===== src/rtl/tap_pkg.sv =====
// Shared definitions for the TAP stream loader.
//   state_t       parser state encoding
//   SYNC_BYTE     lead-in byte repeated before each block
//   BLOCK_MARK    byte that ends the lead-in and starts a header
//   HDR_*         byte positions inside the 9-byte block header
package tap_pkg;

    typedef enum logic [2:0] {
        ST_IDLE = 3'd0,
        ST_SYNC = 3'd1,
        ST_HDR  = 3'd2,
        ST_NAME = 3'd3,
        ST_DATA = 3'd4,
        ST_DONE = 3'd5,
        ST_ERR  = 3'd6
    } state_t;

    localparam logic [7:0] SYNC_BYTE  = 8'h16;
    localparam logic [7:0] BLOCK_MARK = 8'h24;

    localparam logic [3:0] HDR_PROG     = 4'd2;
    localparam logic [3:0] HDR_AUTORUN  = 4'd3;
    localparam logic [3:0] HDR_END_HI   = 4'd4;
    localparam logic [3:0] HDR_END_LO   = 4'd5;
    localparam logic [3:0] HDR_START_HI = 4'd6;
    localparam logic [3:0] HDR_START_LO = 4'd7;
    localparam logic [3:0] HDR_LAST     = 4'd8;

endpackage


===== src/rtl/tap_stream_loader_if.sv =====
// Stream and RAM bus of the TAP loader.
//   ioctl_download/wr/addr/data : HPS byte stream into the loader
//   ioctl_wait                  : back-pressure from the loader
//   ram_addr/dout/wr            : RAM write request from the loader
//   ram_ack                     : RAM write acknowledge
// master: host + RAM side; slave: the loader.
interface tap_stream_loader_if #(
    parameter int ADDR_W = 16
);
    logic              ioctl_download;
    logic              ioctl_wr;
    logic [24:0]       ioctl_addr;
    logic [7:0]        ioctl_data;
    logic              ioctl_wait;
    logic [ADDR_W-1:0] ram_addr;
    logic [7:0]        ram_dout;
    logic              ram_wr;
    logic              ram_ack;

    modport master (
        output ioctl_download, ioctl_wr, ioctl_addr, ioctl_data, ram_ack,
        input  ioctl_wait, ram_addr, ram_dout, ram_wr
    );

    modport slave (
        input  ioctl_download, ioctl_wr, ioctl_addr, ioctl_data, ram_ack,
        output ioctl_wait, ram_addr, ram_dout, ram_wr
    );
endinterface


===== src/rtl/tap_ram_writer.sv =====
// Single-outstanding RAM write handshake.
//   clk, rst          : clock, async active-high reset
//   req/req_addr/data : one-cycle write request (only issued when !busy)
//   busy              : write outstanding
//   ram_addr/dout/wr  : held stable until ram_ack is sampled high
//   ram_ack           : acknowledge from RAM
module tap_ram_writer #(
    parameter int ADDR_W = 16
) (
    input  logic              clk,
    input  logic              rst,
    input  logic              req,
    input  logic [ADDR_W-1:0] req_addr,
    input  logic [7:0]        req_data,
    output logic              busy,
    output logic [ADDR_W-1:0] ram_addr,
    output logic [7:0]        ram_dout,
    output logic              ram_wr,
    input  logic              ram_ack
);

    always_ff @(posedge clk or posedge rst) begin
        if (rst) begin
            ram_wr   <= 1'b0;
            ram_addr <= '0;
            ram_dout <= '0;
        end else if (ram_wr) begin
            if (ram_ack)
                ram_wr <= 1'b0;
        end else if (req) begin
            ram_wr   <= 1'b1;
            ram_addr <= req_addr;
            ram_dout <= req_data;
        end
    end

    assign busy = ram_wr;

endmodule


===== src/rtl/tap_stream_loader.sv =====
// TAP tape-image loader: parses lead-in, header, name and data of each
// block from the HPS byte stream and writes name/data bytes to RAM.
//   clk_sys, reset          : clock, async active-high reset
//   bus (slave)             : byte stream in, RAM write handshake out
//   cpu_reset, cpu_enabled  : CPU hold/enable around a download
//   prog_type, autorun      : flags from the last header
//   done, error             : download outcome
//   start_addr, end_addr    : addresses from the last header
//   block_cnt               : completed blocks
module tap_stream_loader
    import tap_pkg::*;
#(
    parameter int          ADDR_W      = 16,
    parameter int          MIN_SYNC    = 3,
    parameter int          MAX_NAME    = 15,
    parameter logic [15:0] STATUS_BASE = 16'hBB80,
    parameter int          RELEASE_CYC = 16
) (
    input  logic              clk_sys,
    input  logic              reset,
    tap_stream_loader_if.slave bus,
    output logic              cpu_reset,
    output logic              cpu_enabled,
    output logic              prog_type,
    output logic              autorun,
    output logic              done,
    output logic              error,
    output logic [ADDR_W-1:0] start_addr,
    output logic [ADDR_W-1:0] end_addr,
    output logic [7:0]        block_cnt
);

    localparam logic [7:0]  MIN_SYNC_C = 8'(MIN_SYNC);
    localparam logic [7:0]  MAX_NAME_C = 8'(MAX_NAME);
    localparam logic [15:0] REL_LOAD   = 16'(RELEASE_CYC - 1);

    state_t      state;
    logic        dl_q;
    logic        restart_pend;
    logic        en_q;
    logic        rel_active;
    logic [15:0] rel_cnt;
    logic [7:0]  sync_cnt;
    logic [3:0]  hdr_idx;
    logic [7:0]  name_idx;
    logic [15:0] start_q;
    logic [15:0] end_q;
    logic [15:0] cur_addr;

    logic        busy;
    logic        rise;
    logic        fall;
    logic        do_restart;
    logic        accept;
    logic        wr_req;
    logic [15:0] wr_addr;
    logic [7:0]  byte_in;
    logic        unused_addr;

    assign byte_in     = bus.ioctl_data;
    assign unused_addr = ^bus.ioctl_addr;

    assign rise = bus.ioctl_download & ~dl_q;
    assign fall = ~bus.ioctl_download & dl_q;

    // A rising edge seen while a write is outstanding is remembered and
    // acted upon once the write completes.
    assign do_restart = (rise | restart_pend) & ~busy;

    // No byte is taken on the restart cycle or while a restart is pending.
    assign accept = bus.ioctl_download & bus.ioctl_wr & ~busy & ~rise & ~restart_pend;

    always_comb begin
        wr_req  = 1'b0;
        wr_addr = '0;
        if (accept) begin
            case (state)
                ST_NAME: begin
                    if (byte_in != 8'h00 && name_idx < MAX_NAME_C) begin
                        wr_req  = 1'b1;
                        wr_addr = STATUS_BASE + {8'h00, name_idx};
                    end
                end
                ST_DATA: begin
                    wr_req  = 1'b1;
                    wr_addr = cur_addr;
                end
                default: ;
            endcase
        end
    end

    tap_ram_writer #(
        .ADDR_W(ADDR_W)
    ) u_writer (
        .clk      (clk_sys),
        .rst      (reset),
        .req      (wr_req),
        .req_addr (ADDR_W'(wr_addr)),
        .req_data (byte_in),
        .busy     (busy),
        .ram_addr (bus.ram_addr),
        .ram_dout (bus.ram_dout),
        .ram_wr   (bus.ram_wr),
        .ram_ack  (bus.ram_ack)
    );

    assign bus.ioctl_wait = busy;
    assign cpu_enabled    = ~bus.ioctl_download | en_q;
    assign start_addr     = ADDR_W'(start_q);
    assign end_addr       = ADDR_W'(end_q);

    always_ff @(posedge clk_sys or posedge reset) begin
        if (reset) begin
            state        <= ST_IDLE;
            dl_q         <= 1'b0;
            restart_pend <= 1'b0;
            en_q         <= 1'b1;
            rel_active   <= 1'b0;
            rel_cnt      <= '0;
            cpu_reset    <= 1'b0;
            prog_type    <= 1'b0;
            autorun      <= 1'b0;
            done         <= 1'b0;
            error        <= 1'b0;
            sync_cnt     <= '0;
            hdr_idx      <= '0;
            name_idx     <= '0;
            start_q      <= '0;
            end_q        <= '0;
            cur_addr     <= '0;
            block_cnt    <= '0;
        end else begin
            dl_q <= bus.ioctl_download;

            if (rise && busy)
                restart_pend <= 1'b1;

            if (rel_active) begin
                if (rel_cnt == '0) begin
                    cpu_reset  <= 1'b0;
                    rel_active <= 1'b0;
                end else begin
                    rel_cnt <= rel_cnt - 16'd1;
                end
            end

            if (do_restart) begin
                restart_pend <= 1'b0;
                state        <= ST_SYNC;
                sync_cnt     <= '0;
                block_cnt    <= '0;
                done         <= 1'b0;
                error        <= 1'b0;
                cpu_reset    <= 1'b1;
                en_q         <= 1'b0;
                rel_active   <= 1'b0;
            end else if (fall) begin
                en_q       <= 1'b1;
                rel_active <= 1'b1;
                rel_cnt    <= REL_LOAD;
                if (state == ST_SYNC && block_cnt != 8'd0) begin
                    state <= ST_DONE;
                    done  <= 1'b1;
                end else begin
                    state <= ST_ERR;
                    error <= 1'b1;
                end
            end else if (accept) begin
                case (state)
                    ST_SYNC: begin
                        if (byte_in == SYNC_BYTE) begin
                            if (sync_cnt != 8'hFF)
                                sync_cnt <= sync_cnt + 8'd1;
                        end else if (byte_in == BLOCK_MARK && sync_cnt >= MIN_SYNC_C) begin
                            state    <= ST_HDR;
                            hdr_idx  <= '0;
                            sync_cnt <= '0;
                        end else begin
                            sync_cnt <= '0;
                        end
                    end
                    ST_HDR: begin
                        case (hdr_idx)
                            HDR_PROG:     prog_type      <= (byte_in == 8'h80);
                            HDR_AUTORUN:  autorun        <= (byte_in != 8'h00);
                            HDR_END_HI:   end_q[15:8]    <= byte_in;
                            HDR_END_LO:   end_q[7:0]     <= byte_in;
                            HDR_START_HI: start_q[15:8]  <= byte_in;
                            HDR_START_LO: start_q[7:0]   <= byte_in;
                            default: ;
                        endcase
                        if (hdr_idx == HDR_LAST) begin
                            if (end_q < start_q) begin
                                state <= ST_ERR;
                                error <= 1'b1;
                            end else begin
                                state    <= ST_NAME;
                                name_idx <= '0;
                                cur_addr <= start_q;
                            end
                        end else begin
                            hdr_idx <= hdr_idx + 4'd1;
                        end
                    end
                    ST_NAME: begin
                        if (byte_in == 8'h00)
                            state <= ST_DATA;
                        else if (name_idx != 8'hFF)
                            name_idx <= name_idx + 8'd1;
                    end
                    ST_DATA: begin
                        // Compare before incrementing so end=$FFFF never wraps.
                        if (cur_addr == end_q) begin
                            block_cnt <= block_cnt + 8'd1;
                            state     <= ST_SYNC;
                            sync_cnt  <= '0;
                        end else begin
                            cur_addr <= cur_addr + 16'd1;
                        end
                    end
                    default: ;
                endcase
            end
        end
    end

endmodule

===== src/flat_wrapper.sv =====
// flat-port wrapper written by rule: the top's interface ports become plain ports
module tap_stream_loader_flat import tap_pkg::*;
#(
    parameter int          ADDR_W      = 16,
    parameter int          MIN_SYNC    = 3,
    parameter int          MAX_NAME    = 15,
    parameter logic [15:0] STATUS_BASE = 16'hBB80,
    parameter int          RELEASE_CYC = 16
)
  (clk_sys, reset, cpu_reset, cpu_enabled, prog_type, autorun, done, error, start_addr, end_addr, block_cnt, bus_ioctl_download, bus_ioctl_wr, bus_ioctl_addr, bus_ioctl_data, bus_ram_ack, bus_ioctl_wait, bus_ram_addr, bus_ram_dout, bus_ram_wr);
  tap_stream_loader_if #(.ADDR_W(ADDR_W)) bus_i ();
  input  logic clk_sys;
  input  logic reset;
  output logic cpu_reset;
  output logic cpu_enabled;
  output logic prog_type;
  output logic autorun;
  output logic done;
  output logic error;
  output logic [ADDR_W-1:0] start_addr;
  output logic [ADDR_W-1:0] end_addr;
  output logic [7:0] block_cnt;
  input wire logic [$bits(bus_i.ioctl_download)-1:0] bus_ioctl_download;
  input wire logic [$bits(bus_i.ioctl_wr)-1:0] bus_ioctl_wr;
  input wire logic [$bits(bus_i.ioctl_addr)-1:0] bus_ioctl_addr;
  input wire logic [$bits(bus_i.ioctl_data)-1:0] bus_ioctl_data;
  input wire logic [$bits(bus_i.ram_ack)-1:0] bus_ram_ack;
  output wire logic [$bits(bus_i.ioctl_wait)-1:0] bus_ioctl_wait;
  output wire logic [$bits(bus_i.ram_addr)-1:0] bus_ram_addr;
  output wire logic [$bits(bus_i.ram_dout)-1:0] bus_ram_dout;
  output wire logic [$bits(bus_i.ram_wr)-1:0] bus_ram_wr;
  assign bus_i.ioctl_download = bus_ioctl_download;
  assign bus_i.ioctl_wr = bus_ioctl_wr;
  assign bus_i.ioctl_addr = bus_ioctl_addr;
  assign bus_i.ioctl_data = bus_ioctl_data;
  assign bus_i.ram_ack = bus_ram_ack;
  assign bus_ioctl_wait = bus_i.ioctl_wait;
  assign bus_ram_addr = bus_i.ram_addr;
  assign bus_ram_dout = bus_i.ram_dout;
  assign bus_ram_wr = bus_i.ram_wr;
  tap_stream_loader #(.ADDR_W(ADDR_W), .MIN_SYNC(MIN_SYNC), .MAX_NAME(MAX_NAME), .STATUS_BASE(STATUS_BASE), .RELEASE_CYC(RELEASE_CYC)) u_core (.clk_sys(clk_sys), .reset(reset), .bus(bus_i), .cpu_reset(cpu_reset), .cpu_enabled(cpu_enabled), .prog_type(prog_type), .autorun(autorun), .done(done), .error(error), .start_addr(start_addr), .end_addr(end_addr), .block_cnt(block_cnt));
endmodule

===== config.mk =====
export PLATFORM = sky130hd
export DESIGN_NAME = tap_stream_loader_flat
export DESIGN_NICKNAME = d
export VERILOG_FILES = /design/src/rtl/tap_pkg.sv /design/src/rtl/tap_stream_loader_if.sv /design/src/rtl/tap_ram_writer.sv /design/src/rtl/tap_stream_loader.sv /design/src/flat_wrapper.sv
export SDC_FILE = /design/constraint.sdc
export NUM_CORES = 1
export LEC_CHECK = 0
export CAP_MARGIN = 0
export CORE_AREA = 2 2 135 137
export DETAILED_ROUTE_END_ITERATION = 12
export DIE_AREA = 0 0 137 139
export PLACE_DENSITY_LB_ADDON = 0.2
export SYNTH_ARGS = -nofsm -noshare
export SYNTH_HDL_FRONTEND = slang
export SYNTH_SLANG_ARGS = --single-unit

===== constraint.sdc =====
create_clock -name clk_sys -period 4.1 [get_ports clk_sys]
set_input_delay 0.41 -clock clk_sys [delete_from_list [all_inputs] [get_ports clk_sys]]
set_output_delay 0.41 -clock clk_sys [all_outputs]
set_load 0.02 [all_outputs]

==> metrics.md <==
| Metric | Value |
|---|---|
| Final setup vio count | `0` |
| MaxCap Viol Count | `0` |
| Vias | `5814` |
| Post-synthesis cell area | `6940 um2` |
| Fin Clk Skew | `8.71 ps` |
| Row count | `49` |
| Largest net degree at the start of global routing | `69` |
| Status | `complete, no violations` |
| Slew @ Worst Pin | `1120 ps` |
| Worst hold slack | `480 ps` |
| Switching power | `1.04 mW` |
| Share of layout cells above drive strength 1 | `12.1%` |
| Tot GR Track Use | `19.9%` |
| Die area | `19000 um2` |
| Top_reg_cell synth | `dfrtp_1` |
| Max-slew violations | `0` |
| Final Hold Vio Count | `0` |
| Hpwl dp | `13400 um` |
| Post-synth EDFFs | `0` |
| M1 GR Usage | `27.0%` |
| Unrepaired setup endpoints after global routing | `no` |
| F_max | `343 MHz` |
| Clock Latency Late Sink | `410 ps` |
| Cell variety after synth | `71` |
| CTS tree | `yes` |
| Die height | `139 um` |
| Crit share post-route | `71.2%` |
| Combinational Power Share | `18.8%` |
| Reg power frac | `41.4%` |
| Data required time of the critical path | `4390 ps` |
| Hold buffers post-CTS | `0` |
| Drc violations | `0` |
| DP Area | `8040 um2` |
| Vias in the first global route | `5693` |
| I/O pin cnt | `110` |
| Clock Power Share | `39.7%` |
| Final core occ | `48.7%` |
| Asr flop ratio synth | `100%` |
| Initial core utilization | `39.3%` |
| CTS clk-pin slew, worst paths | `60 ps` |
| H-tree depth | `4` |
| Ys Warns | `0` |
| Root Buffer | `clkbuf_16` |
| Most common cell after layout, fill and taps aside | `dfrtp_1` |
| Core ar. | `17700 um2` |
| Pwr/cell area | `422 nW/um2` |
| Gpl congestion | `0.864` |
| Num CTS Buffers | `17` |
| First-pass GRT wire length | `29700 um` |
| Setup TNS | `0 ps` |
| Overflow after GRT | `0` |
| Switching Share | `28.6%` |
| Pre-antenna DRT Iters | `4` |
| Post-synthesis sequential area ratio | `46.5%` |
| DR WL/cell | `17.7 um` |
| Worst Setup Path Type | `reg2reg` |
| Initial antenna violation count | `0` |
| Area of the multi-input gates | `3470 um2` |
| Layout area overhead | `23.9%` |
| Number of fill cells | `1655` |
| Post-CTS Setup Inserts | `0` |
| Port Buffer Count | `84` |
| Setup crit end kind | `flip-flop` |
| Met2 Resource Use GR | `30.6%` |
| M3 GR Usage | `4.68%` |
| Crit path time final | `2920 ps` |
| Hold Path Class | `reg2reg` |
| Iter 0 DRT Violations | `343` |
| Relative slew slack | `25.0%` |
| Static leakage | `3.68 nW` |
| Int Pwr | `2.59 mW` |
| Flop and latch count out of synthesis | `129` |
| Resize count post-CTS | `0` |
| Total Wirelength | `18300 um` |
| CP max FO | `8` |
| Die Span X | `137 um` |
| TritonCTS Sinks | `129` |
| Post-Syn Area per Cell | `9.85 um2` |
| Final instance area | `8600 um2` |
| Commonest cells after routing, fill and taps aside | `dfrtp_1, clkdlybuf4s50_1, nand2_1, nor2_1, o21ai_0` |
| Syn nets | `769` |
| Vias per cell | `5.63` |
| Worst EP arrival | `3210 ps` |
| Sequential cell area | `3230 um2` |
| Post-route ant nets | `0` |
| Fin nets | `855` |
| Post-Syn Instances | `705` |
| VDD IR max | `324 uV` |
| Clk buf depth | `2` |
| Gr busiest metal | `met2` |
| Crit start category | `flip-flop` |
| Reg2Reg Setup Slack | `1180 ps` |
| Antenna Cells | `0` |
-- Yosys cell counts (9+ instances only) --
library cell  instances  area, um2
a21oi_1              38        190
a31oi_1               9       56.3
and3_1               10       62.6
clkbuf_1             17       63.8
dfrtp_1             128       3200
ha_1                 26        325
inv_1                32        120
mux2_2               34        383
nand2_1              80        300
nand2b_1              9       56.3
nand3_1              30        150
nand4_1              11       68.8
nor2_1               42        158
nor3_1               16       80.1
nor4_1               12       75.1
o21ai_0              40        200
or3_1                12       75.1
xnor2_1              31        272
-- state kept, by name (all words and copies together) (netlist names), 8 cells and up --
| register | flops |
|---|---|
| u_core.cur_addr | 16 |
| u_core.end_addr | 16 |
| u_core.rel_cnt | 16 |
| u_core.start_addr | 16 |
| u_core.u_writer.ram_addr | 16 |
| u_core.block_cnt | 8 |
| u_core.name_idx | 8 |
| u_core.sync_cnt | 8 |
| u_core.u_writer.ram_dout | 8 |
-- metrics by stage --
stage	setup slack, ps	power [mW]	cells
3_3_place_gp	925	2.19	1001
5_1_grt	999	3.80	1033
4_1_cts	1190	3.66	1033
2_1_floorplan	251	1.92	705
6_report	1180	3.63	1033
3_5_place_dp	893	2.21	1001
-- kinds of logic (layout without fill, tap and decap cells) --
group	after synthesis	count (layout)	share of synthesized area (%)
AOI/OAI and AO/OA	161	161	15.5
xor gates and xnor gates	34	34	4.29
buffers and inverters	59	158	3.57
muxes	36	36	5.80
DFF	129	129	46.5
adders and majority gates	26	26	4.68
and+or+nand+nor	260	260	19.6
-- routing by layer --
metal | up-vias | share of wire (%)
li1 | 2746 | -
met2 | 152 | 48
met4 | 0 | 1.7
met5 | - | 0
met1 | 2896 | 46
met3 | 20 | 5.0
-- layout make-up --
cell class | count | area share [%]
Multi-Input combinational cell | 517 | 40.3
Sequential cell | 129 | 37.5
Timing Repair Buffer | 94 | 10.8
Clock buffer | 22 | 5.63
Tap cell | 229 | 3.33
Inverter | 32 | 1.43
Clock inverter | 10 | 0.974
-- path summary, 6_finish.rpt --
kind	start	end	cells past startpoint
setup / recovery	u_core.start_addr[14]$_DFFE_PP0P_	u_core.name_idx[7]$_DFFE_PP0P_	8
hold / removal	u_core.u_writer.ram_addr[0]$_DFFE_PP0P_	u_core.u_writer.ram_addr[0]$_DFFE_PP0P_	2
setup reg to reg	u_core.start_addr[14]$_DFFE_PP0P_	u_core.name_idx[7]$_DFFE_PP0P_	8
hold reg to reg	u_core.u_writer.ram_addr[0]$_DFFE_PP0P_	u_core.u_writer.ram_addr[0]$_DFFE_PP0P_	2
max in group asynchronous	reset	u_core.cur_addr[1]$_DFFE_PP0P_	3
min in group asynchronous	reset	u_core.u_writer.ram_addr[11]$_DFFE_PP0P_	2
-- power by group through the flow --
stage | registers, mW | logic, mW | clock network (mW)
after CTS | 1.50 | 0.691 | 1.47
after global routing | 1.52 | 0.747 | 1.53
after detailed placement | 1.52 | 0.687 | 0
after floorplan | 1.59 | 0.327 | 0
after global placement | 1.52 | 0.672 | 0
final | 1.50 | 0.684 | 1.44
-- worst max-delay path: stages (launching register included) --
cell and delay, ps:
dfrtp_1 440, inv_1 80, ha_1 300, nand4_1 180, nor3_1 300, nand3b_1 150
and3_1 260, or4_1 680, a221o_1 410
Note: power is estimated with default switching activity, not from simulation.
